**config.mk**
```make
export PLATFORM = sky130hd
export DESIGN_NAME = plot_arbiter_flat
export DESIGN_NICKNAME = d
export VERILOG_FILES = /design/src/rtl/plot_arbiter_pkg.sv /design/src/rtl/plot_arbiter_if.sv /design/src/rtl/plot_arb_rr.sv /design/src/rtl/plot_arbiter.sv /design/src/flat_wrapper.sv
export SDC_FILE = /design/constraint.sdc
export NUM_CORES = 1
export LEC_CHECK = 0
export ABC_AREA = 1
export BUFFER_PORTS_ARGS = -buffer_cell sky130_fd_sc_hd__buf_2
export CORE_MARGIN = 2
export CORE_UTILIZATION = 43
export CTS_CLUSTER_SIZE = 40
export DETAILED_ROUTE_END_ITERATION = 6
export PLACE_DENSITY = 0.77
export SLEW_MARGIN = 25
export SYNTH_ARGS = -nofsm -noshare
export SYNTH_HDL_FRONTEND = slang
export SYNTH_SLANG_ARGS = --single-unit
export TNS_END_PERCENT = 1
```
**constraint.sdc**
```tcl
create_clock -name clk -period 4.1 [get_ports clk]
set_clock_uncertainty 0.15 [all_clocks]
set_input_delay 0.82 -clock clk [delete_from_list [all_inputs] [get_ports clk]]
set_output_delay 0.82 -clock clk [all_outputs]
set_load 0.01 [all_outputs]
```
**src/rtl/plot_arbiter_pkg.sv**
```systemverilog
// Shared drawing-path types and default widths for the pixel-write datapath.
// Latency: n/a (types, constants and a helper function only).
// Backpressure: n/a.
// Contents: arbiter state enum, coordinate/color width defaults, grant decode.
package draw_pkg;

    // Widths shared by the processor, ROM walker and the pixel-port arbiter.
    localparam int DRAW_X_W     = 8;
    localparam int DRAW_Y_W     = 8;
    localparam int DRAW_COLOR_W = 3;

    typedef enum logic [1:0] {
        ST_IDLE = 2'd0,
        ST_GNT0 = 2'd1,
        ST_GNT1 = 2'd2
    } arb_state_t;

    // One-hot owner vector: bit 0 = requester 0, bit 1 = requester 1.
    function automatic logic [1:0] state_grant(input arb_state_t st);
        logic [1:0] g;
        g = 2'b00;
        if (st == ST_GNT0) g = 2'b01;
        if (st == ST_GNT1) g = 2'b10;
        return g;
    endfunction

endpackage

```
**src/rtl/plot_arbiter_if.sv**
```systemverilog
// Bundle of the two requester handshakes and the shared VGA pixel-write port.
// Latency: n/a (wiring only).
// Backpressure: requesters hold reqN/data until ackN; the pixel port has none.
// Modports: master = requester/VGA side (drives req/data/lock, sees ack/grant/pixel);
//           slave  = arbiter side.
interface plot_arbiter_if
    import draw_pkg::*;
#(
    parameter int X_W     = DRAW_X_W,
    parameter int Y_W     = DRAW_Y_W,
    parameter int COLOR_W = DRAW_COLOR_W
);
    logic               req0;
    logic [X_W-1:0]     x0;
    logic [Y_W-1:0]     y0;
    logic [COLOR_W-1:0] color0;
    logic               lock0;
    logic               ack0;

    logic               req1;
    logic [X_W-1:0]     x1;
    logic [Y_W-1:0]     y1;
    logic [COLOR_W-1:0] color1;
    logic               lock1;
    logic               ack1;

    logic [1:0]         grant;
    logic [X_W-1:0]     x;
    logic [Y_W-1:0]     y;
    logic [COLOR_W-1:0] color_draw;
    logic               plot;

    modport master (
        output req0, x0, y0, color0, lock0,
        output req1, x1, y1, color1, lock1,
        input  ack0, ack1, grant, x, y, color_draw, plot
    );

    modport slave (
        input  req0, x0, y0, color0, lock0,
        input  req1, x1, y1, color1, lock1,
        output ack0, ack1, grant, x, y, color_draw, plot
    );

endinterface

```
**src/rtl/plot_arb_rr.sv**
```systemverilog
// Round-robin pick between two requesters, favouring the one that did not own last.
// Latency: purely combinational.
// Backpressure: none; the caller decides when the pick is used.
// Ports: i_req0/i_req1 requests, i_last_owner previous owner,
//        o_any = some request present, o_winner = chosen requester index.
module plot_arb_rr (
    input  logic i_req0,
    input  logic i_req1,
    input  logic i_last_owner,
    output logic o_any,
    output logic o_winner
);

    always_comb begin
        o_any    = i_req0 | i_req1;
        o_winner = 1'b0;
        if (i_req0 && i_req1) begin
            // Tie: hand the port to whoever did not have it last.
            o_winner = ~i_last_owner;
        end else if (i_req1) begin
            o_winner = 1'b1;
        end
    end

endmodule

```
**src/rtl/plot_arbiter.sv**
```systemverilog
// Shares the single VGA pixel-write port between the ROM redraw engine (0) and the CPU path (1).
// Latency: grant 1 cycle after IDLE sees a request; plot/x/y/color registered 1 cycle after ack.
// Backpressure: ackN is combinational (reqN while granted); 1 pixel/cycle while a grant is held.
// Ports: clk, reset_n (async active-low), bus (slave side of plot_arbiter_if).
module plot_arbiter
    import draw_pkg::*;
#(
    parameter int X_W       = DRAW_X_W,
    parameter int Y_W       = DRAW_Y_W,
    parameter int COLOR_W   = DRAW_COLOR_W,
    parameter int MAX_BURST = 16
) (
    input  logic           clk,
    input  logic           reset_n,
    plot_arbiter_if.slave  bus
);

    localparam int                CNT_W     = $clog2(MAX_BURST + 1);
    localparam logic [CNT_W-1:0]  BURST_MAX = CNT_W'(MAX_BURST);

    arb_state_t         r_state;
    arb_state_t         w_state_nxt;
    arb_state_t         w_peer_state;
    logic               r_last_owner;
    logic [CNT_W-1:0]   r_burst;
    logic [CNT_W-1:0]   w_burst_acc;

    logic [X_W-1:0]     r_x;
    logic [Y_W-1:0]     r_y;
    logic [COLOR_W-1:0] r_color;
    logic               r_plot;

    logic               w_ack0;
    logic               w_ack1;
    logic               w_accept;
    logic               w_owner;
    logic               w_own_req;
    logic               w_own_lock;
    logic               w_peer_req;
    logic               w_enter;
    logic               w_rr_any;
    logic               w_rr_win;

    plot_arb_rr u_rr (
        .i_req0       (bus.req0),
        .i_req1       (bus.req1),
        .i_last_owner (r_last_owner),
        .o_any        (w_rr_any),
        .o_winner     (w_rr_win)
    );

    // Owner-relative view of the requests so GNT0/GNT1 share one set of rules.
    assign w_owner      = (r_state == ST_GNT1);
    assign w_own_req    = w_owner ? bus.req1  : bus.req0;
    assign w_own_lock   = w_owner ? bus.lock1 : bus.lock0;
    assign w_peer_req   = w_owner ? bus.req0  : bus.req1;
    assign w_peer_state = w_owner ? ST_GNT0   : ST_GNT1;

    assign w_ack0   = (r_state == ST_GNT0) && bus.req0;
    assign w_ack1   = (r_state == ST_GNT1) && bus.req1;
    assign w_accept = w_ack0 | w_ack1;

    // Burst count including this cycle's acceptance, saturating so a lone
    // requester can stream forever without wrapping.
    always_comb begin
        w_burst_acc = r_burst;
        if (w_accept && (r_burst != BURST_MAX)) begin
            w_burst_acc = r_burst + CNT_W'(1);
        end
    end

    always_comb begin
        w_state_nxt = r_state;
        case (r_state)
            ST_IDLE: begin
                if (w_rr_any) begin
                    w_state_nxt = w_rr_win ? ST_GNT1 : ST_GNT0;
                end
            end
            ST_GNT0, ST_GNT1: begin
                // A held lock pins the grant; the peer starves until it drops.
                if (!w_own_lock) begin
                    if (!w_own_req) begin
                        w_state_nxt = w_peer_req ? w_peer_state : ST_IDLE;
                    end else if ((w_burst_acc == BURST_MAX) && w_peer_req) begin
                        w_state_nxt = w_peer_state;
                    end
                end
            end
            default: w_state_nxt = ST_IDLE;
        endcase
    end

    // A fresh grant (from IDLE or a hand-over) restarts the burst window.
    assign w_enter = (w_state_nxt != r_state) && (w_state_nxt != ST_IDLE);

    always_ff @(posedge clk or negedge reset_n) begin
        if (!reset_n) begin
            r_state      <= ST_IDLE;
            r_last_owner <= 1'b1;
            r_burst      <= '0;
        end else begin
            r_state <= w_state_nxt;
            if (w_enter) begin
                r_last_owner <= (w_state_nxt == ST_GNT1);
                r_burst      <= '0;
            end else begin
                r_burst      <= w_burst_acc;
            end
        end
    end

    always_ff @(posedge clk or negedge reset_n) begin
        if (!reset_n) begin
            r_plot  <= 1'b0;
            r_x     <= '0;
            r_y     <= '0;
            r_color <= '0;
        end else begin
            r_plot <= w_accept;
            if (w_accept) begin
                r_x     <= w_owner ? bus.x1     : bus.x0;
                r_y     <= w_owner ? bus.y1     : bus.y0;
                r_color <= w_owner ? bus.color1 : bus.color0;
            end
        end
    end

    assign bus.ack0       = w_ack0;
    assign bus.ack1       = w_ack1;
    assign bus.grant      = state_grant(r_state);
    assign bus.x          = r_x;
    assign bus.y          = r_y;
    assign bus.color_draw = r_color;
    assign bus.plot       = r_plot;

endmodule
```
**src/flat_wrapper.sv**
```systemverilog
// flat-port wrapper written by rule: the top's interface ports become plain ports
module plot_arbiter_flat import draw_pkg::*;
#(
    parameter int X_W       = DRAW_X_W,
    parameter int Y_W       = DRAW_Y_W,
    parameter int COLOR_W   = DRAW_COLOR_W,
    parameter int MAX_BURST = 16
)
  (clk, reset_n, bus_req0, bus_x0, bus_y0, bus_color0, bus_lock0, bus_req1, bus_x1, bus_y1, bus_color1, bus_lock1, bus_ack0, bus_ack1, bus_grant, bus_x, bus_y, bus_color_draw, bus_plot);
  plot_arbiter_if #(.X_W(X_W), .Y_W(Y_W), .COLOR_W(COLOR_W)) bus_i ();
  input  logic clk;
  input  logic reset_n;
  input wire logic [$bits(bus_i.req0)-1:0] bus_req0;
  input wire logic [$bits(bus_i.x0)-1:0] bus_x0;
  input wire logic [$bits(bus_i.y0)-1:0] bus_y0;
  input wire logic [$bits(bus_i.color0)-1:0] bus_color0;
  input wire logic [$bits(bus_i.lock0)-1:0] bus_lock0;
  input wire logic [$bits(bus_i.req1)-1:0] bus_req1;
  input wire logic [$bits(bus_i.x1)-1:0] bus_x1;
  input wire logic [$bits(bus_i.y1)-1:0] bus_y1;
  input wire logic [$bits(bus_i.color1)-1:0] bus_color1;
  input wire logic [$bits(bus_i.lock1)-1:0] bus_lock1;
  output wire logic [$bits(bus_i.ack0)-1:0] bus_ack0;
  output wire logic [$bits(bus_i.ack1)-1:0] bus_ack1;
  output wire logic [$bits(bus_i.grant)-1:0] bus_grant;
  output wire logic [$bits(bus_i.x)-1:0] bus_x;
  output wire logic [$bits(bus_i.y)-1:0] bus_y;
  output wire logic [$bits(bus_i.color_draw)-1:0] bus_color_draw;
  output wire logic [$bits(bus_i.plot)-1:0] bus_plot;
  assign bus_i.req0 = bus_req0;
  assign bus_i.x0 = bus_x0;
  assign bus_i.y0 = bus_y0;
  assign bus_i.color0 = bus_color0;
  assign bus_i.lock0 = bus_lock0;
  assign bus_i.req1 = bus_req1;
  assign bus_i.x1 = bus_x1;
  assign bus_i.y1 = bus_y1;
  assign bus_i.color1 = bus_color1;
  assign bus_i.lock1 = bus_lock1;
  assign bus_ack0 = bus_i.ack0;
  assign bus_ack1 = bus_i.ack1;
  assign bus_grant = bus_i.grant;
  assign bus_x = bus_i.x;
  assign bus_y = bus_i.y;
  assign bus_color_draw = bus_i.color_draw;
  assign bus_plot = bus_i.plot;
  plot_arbiter #(.X_W(X_W), .Y_W(Y_W), .COLOR_W(COLOR_W), .MAX_BURST(MAX_BURST)) u_core (.clk(clk), .reset_n(reset_n), .bus(bus_i));
endmodule
```
==> tab_implementation.tex <==
\begin{tabular}{lr}
\hline
Metric & Value \\
\hline
\multicolumn{2}{l}{\textbf{Die}} \\
\quad I/O pin count & 68 \\
\quad Initial core utilization & 44.8\% \\
\quad Number of rows created at floorplan & 23 \\
\quad Die width & 68.5 um \\
\quad Core region area & 4000 um\^{}2 \\
\quad DIE HEIGHT & 68.5 um \\
\quad Die Area & 4700 um\^{}2 \\
\multicolumn{2}{l}{\textbf{Routing}} \\
\quad DR vias/cell & 4.65 \\
\quad Routed wire length & 3670 um \\
\quad Via Count & 1670 \\
\quad Post-route DRC violation count & 0 \\
\quad Detailed-router iteration count before antenna repair & 4 \\
\quad Routed wirelength normalized by instance count & 10.2 um \\
\quad Post-route antenna net violation count & 0 \\
\quad Starting DRT DRC Count & 39 \\
\multicolumn{2}{l}{\textbf{Clock tree}} \\
\quad H-Tree Depth & 1 \\
\quad Setup fix buffers added after clock tree synthesis & 0 \\
\quad TritonCTS Sinks & 28 \\
\quad Number of buffers created by CTS & 3 \\
\quad PostCTS Resize Cnt & 0 \\
\quad Number of hold buffers added after cts & 0 \\
\quad Clock Latency Late Sink & 0.27 ns \\
\quad CTS tree & yes \\
\quad Clock input transition at the sequential cells of the worst setup and hold paths & 0.09 ns \\
\quad Max clock buf depth & 2 \\
\quad Cell at the root of the clock tree & clkbuf\_8 \\
\multicolumn{2}{l}{\textbf{Critical path}} \\
\quad Biggest fanout along the worst timing path & 39 \\
\quad Reg-to-reg startpoint & u\_core.r\_state[0] \\
\quad Critical path startpoint category & register \\
\quad Bufs and invs on worst path & 3 \\
\quad Worst R2R End & u\_core.r\_burst[2] \\
\quad Category of the worst setup path capture point & output pin \\
\quad Critical path type & register to output pin \\
\quad Critical path endpoint & bus\_grant[1] \\
\quad Instance count on the critical path & 4 \\
\quad Longest individual stage delay on the worst path & 0.47 ns \\
\quad Critical-path cell list & inv\_1 > ha\_1 > buf\_4 > buf\_2 \\
\quad Cell with the largest stage delay on the worst path & dfrtp\_1 \\
\quad Critical path required time & 3.13 ns \\
\quad Gate family responsible for the most delay along the worst path & buffers and inverters \\
\quad Cell depth of the worst flop-to-flop path & 20 \\
\quad Worst path arrival time & 1.81 ns \\
\quad First element of the critical path & u\_core.r\_state[0] \\
\quad Register-to-register path setup slack & 1.35 ns \\
\multicolumn{2}{l}{\textbf{Global routing}} \\
\quad Maximum number of pins on one net before global-route repair & 40 \\
\quad Via count of the first global-routing pass & 1467 \\
\quad Total track usage & 15.8\% \\
\quad GR Overflow Total & 0 \\
\quad Global-route wire length before repair & 5820 um \\
\quad Antenna violations before repair & 0 \\
\multicolumn{2}{l}{\textbf{Logic synthesis}} \\
\quad Top cell types by occurrence after synthesis & nand2\_1 (71), inv\_1 (39), o21ai\_0 (35) \\
\quad Netlist area before placement & 1790 um\^{}2 \\
\quad Net Count, Synth & 298 \\
\quad Most used standard cell by instance count after synthesis & nand2\_1 \\
\quad Number of enable-type register cells in the synthesized netlist & 0 \\
\quad Number of synthesized register bits & 28 \\
\quad Register area share after synthesis & 39.2\% \\
\quad Yosys Warn Count & 0 \\
\quad Most used flip-flop cell after synthesis & dfrtp\_1 \\
\quad Share of synthesized registers carrying an async set or reset & 100\% \\
\quad Gate Count Post-Synth & 247 \\
\quad Mean post-synth cell area & 7.25 um\^{}2 \\
\quad Leading post-synthesis cells by cell area & dfrtp\_1 (38\%), nand2\_1 (15\%), o21ai\_0 (9.8\%) \\
\quad Count of cell types in the netlist & 27 \\
\quad Area share of the largest cell type after synthesis & 37.7\% \\
\quad Cell type contributing the most total cell area after synthesis & dfrtp\_1 \\
\multicolumn{2}{l}{\textbf{Worst hold path}} \\
\quad Hold/Removal Path Class & register to register \\
\multicolumn{2}{l}{\textbf{Timing}} \\
\quad Slew at the pin closest to its max-slew limit & 0.600 ns \\
\quad Final worst-path cycle share & 67.8\% \\
\quad Number of hold violations in the final report & 0 \\
\quad TNS Setup & 0 ns \\
\quad Maximum clock frequency & 0.360 GHz \\
\quad Pins Over Slew Limit & 0 \\
\quad Worst slew margin relative to its limit & 60.0\% \\
\quad Setup repair after global routing missed its margin & no \\
\quad Period minus WS final & 2.78 ns \\
\quad Min setup slack post-route & 1.32 ns \\
\quad Number of endpoints failing setup at the final stage & 0 \\
\multicolumn{2}{l}{\textbf{Placed design}} \\
\quad Gp weighted congestion & 0.820 \\
\quad Number of placed instances with taps included & 355 \\
\quad Count of input and output buffers & 67 \\
\quad Dpl hpwl & 2950 um \\
\quad Instance area at placement & 2150 um\^{}2 \\
\quad Pre-CTS setup slack & 1.38 ns \\
\multicolumn{2}{l}{\textbf{Layout}} \\
\quad Layout cell share with drive strength beyond 1 & 33.7\% \\
\quad Layout overhead on the synthesized area & 24.0\% \\
\quad Final cell count without fillers & 359 \\
\quad Fraction of the core area covered by cells at the end of the flow & 55.5\% \\
\quad Number of diodes & 0 \\
\quad Post-layout net count & 361 \\
\quad Total non-filler cell area in the finished layout & 2220 um\^{}2 \\
\multicolumn{2}{l}{\textbf{Power and ir drop}} \\
\quad Power spent charging and discharging nets & 666 uW \\
\quad Combinational share of power & 54.2\% \\
\quad Relative contribution of sequential cells to total power & 31.8\% \\
\quad Power per cell area & 678 nW/um\^{}2 \\
\quad Static leakage & 0.00123 uW \\
\quad Switching share of power & 44.3\% \\
\quad Internal power of the cells & 839 uW \\
\quad Peak supply drop & 0.323 mV \\
\quad Clk network pwr share & 14.1\% \\
\multicolumn{2}{l}{\textbf{Outcome}} \\
\quad Run status & complete, no violations \\
\multicolumn{2}{l}{\textbf{Flow run}} \\
\quad Max cap viols & 0 \\
\hline
\end{tabular}
## logic make-up after synthesis
logic type               Yosys count  synth area share, %
flip-flops                        28                 39.2
buffers and inverters             53                 11.9
adder cells (fa/ha/maj)            7                 4.89
AO/OA/AOI/OAI                     51                 14.9
AND/OR/NAND/NOR                  108                 29.1
## flip-flops by register name, indices dropped and copies added, names as in the netlist
signal / count
u_core.bus.x: 8
u_core.r_last_owner: 1
u_core.bus.y: 8
u_core.r_burst: 5
u_core.bus.plot: 1
u_core.bus.color_draw: 3
u_core.r_state: 2
## routing by layer
layer | track usage (%) | wire, um | vias up
li1 | - | - | 887
met3 | 2.60 | 130 | 2
met1 | 18.3 | 1510 | 746
met2 | 30.4 | 2010 | 35
met5 | 0 | 0 | -
met4 | 3.00 | 14 | 0
## through the flow
stage | total power, uW | hold WS, ns
2_1_floorplan | 1080 | 0.308
3_3_place_gp | 1280 | 0.311
3_5_place_dp | 1310 | 0.323
4_1_cts | 1530 | 0.347
5_1_grt | 1670 | 0.369
6_report | 1510 | 0.338
## cells in the final DEF (no fill, tap or decap), types with 2 or more instances in the layout
| cell | count |
|---|---|
| inv_2 | 2 |
| dfrtp_1 | 27 |
| buf_4 | 2 |
| nand4_1 | 3 |
| nand3_1 | 7 |
| o21ai_1 | 9 |
| nand2_2 | 13 |
| buf_2 | 67 |
| o211ai_1 | 2 |
| nand2_4 | 2 |
| clkbuf_8 | 3 |
| ha_1 | 7 |
| nor2_2 | 8 |
| o21ai_0 | 35 |
| inv_1 | 39 |
| a21oi_1 | 3 |
| nand2_1 | 71 |
## worst min-delay path, delay by kind of cell (launching register included)
| family | cells | cell delay [ns] |
|---|---|---|
| flops | 1 | 0.35 |
| compound gates | 1 | 0.06 |
| simple gates | 1 | 0.05 |
## cell type report
type | count | area (um^2)
Inverter | 42 | 159
Multi-Input combinational cell | 166 | 876
Clock buffer | 3 | 41.3
Fill cell | 379 | 1780
Timing Repair Buffer | 69 | 350
Sequential cell | 28 | 702
Clock inverter | 1 | 30.0
Tap cell | 50 | 62.6
## power by group through the flow
stage                     combinational (uW)  clock [uW]  sequential (uW)
after floorplan                          558           0              521
after global placement                   805           0              480
after detailed placement                 827           0              484
after CTS                                829         219              479
after global routing                     943         228              496
final                                    815         212              478
## worst min path at each step
stage | start | endpoint | slack [ns] | cells after the start
detailed placement | u_core.bus.y[7] | u_core.bus.y[7] | 0.32 | 2
floorplan | u_core.r_last_owner | u_core.r_last_owner | 0.31 | 2
finish | u_core.bus.y[3] | u_core.bus.y[3] | 0.34 | 2
CTS | u_core.bus.y[7] | u_core.bus.y[7] | 0.35 | 2
global route | u_core.bus.y[7] | u_core.bus.y[7] | 0.37 | 2
global placement | u_core.bus.x[7] | u_core.bus.x[7] | 0.31 | 2
Note: power is estimated with default switching activity, not from simulation.
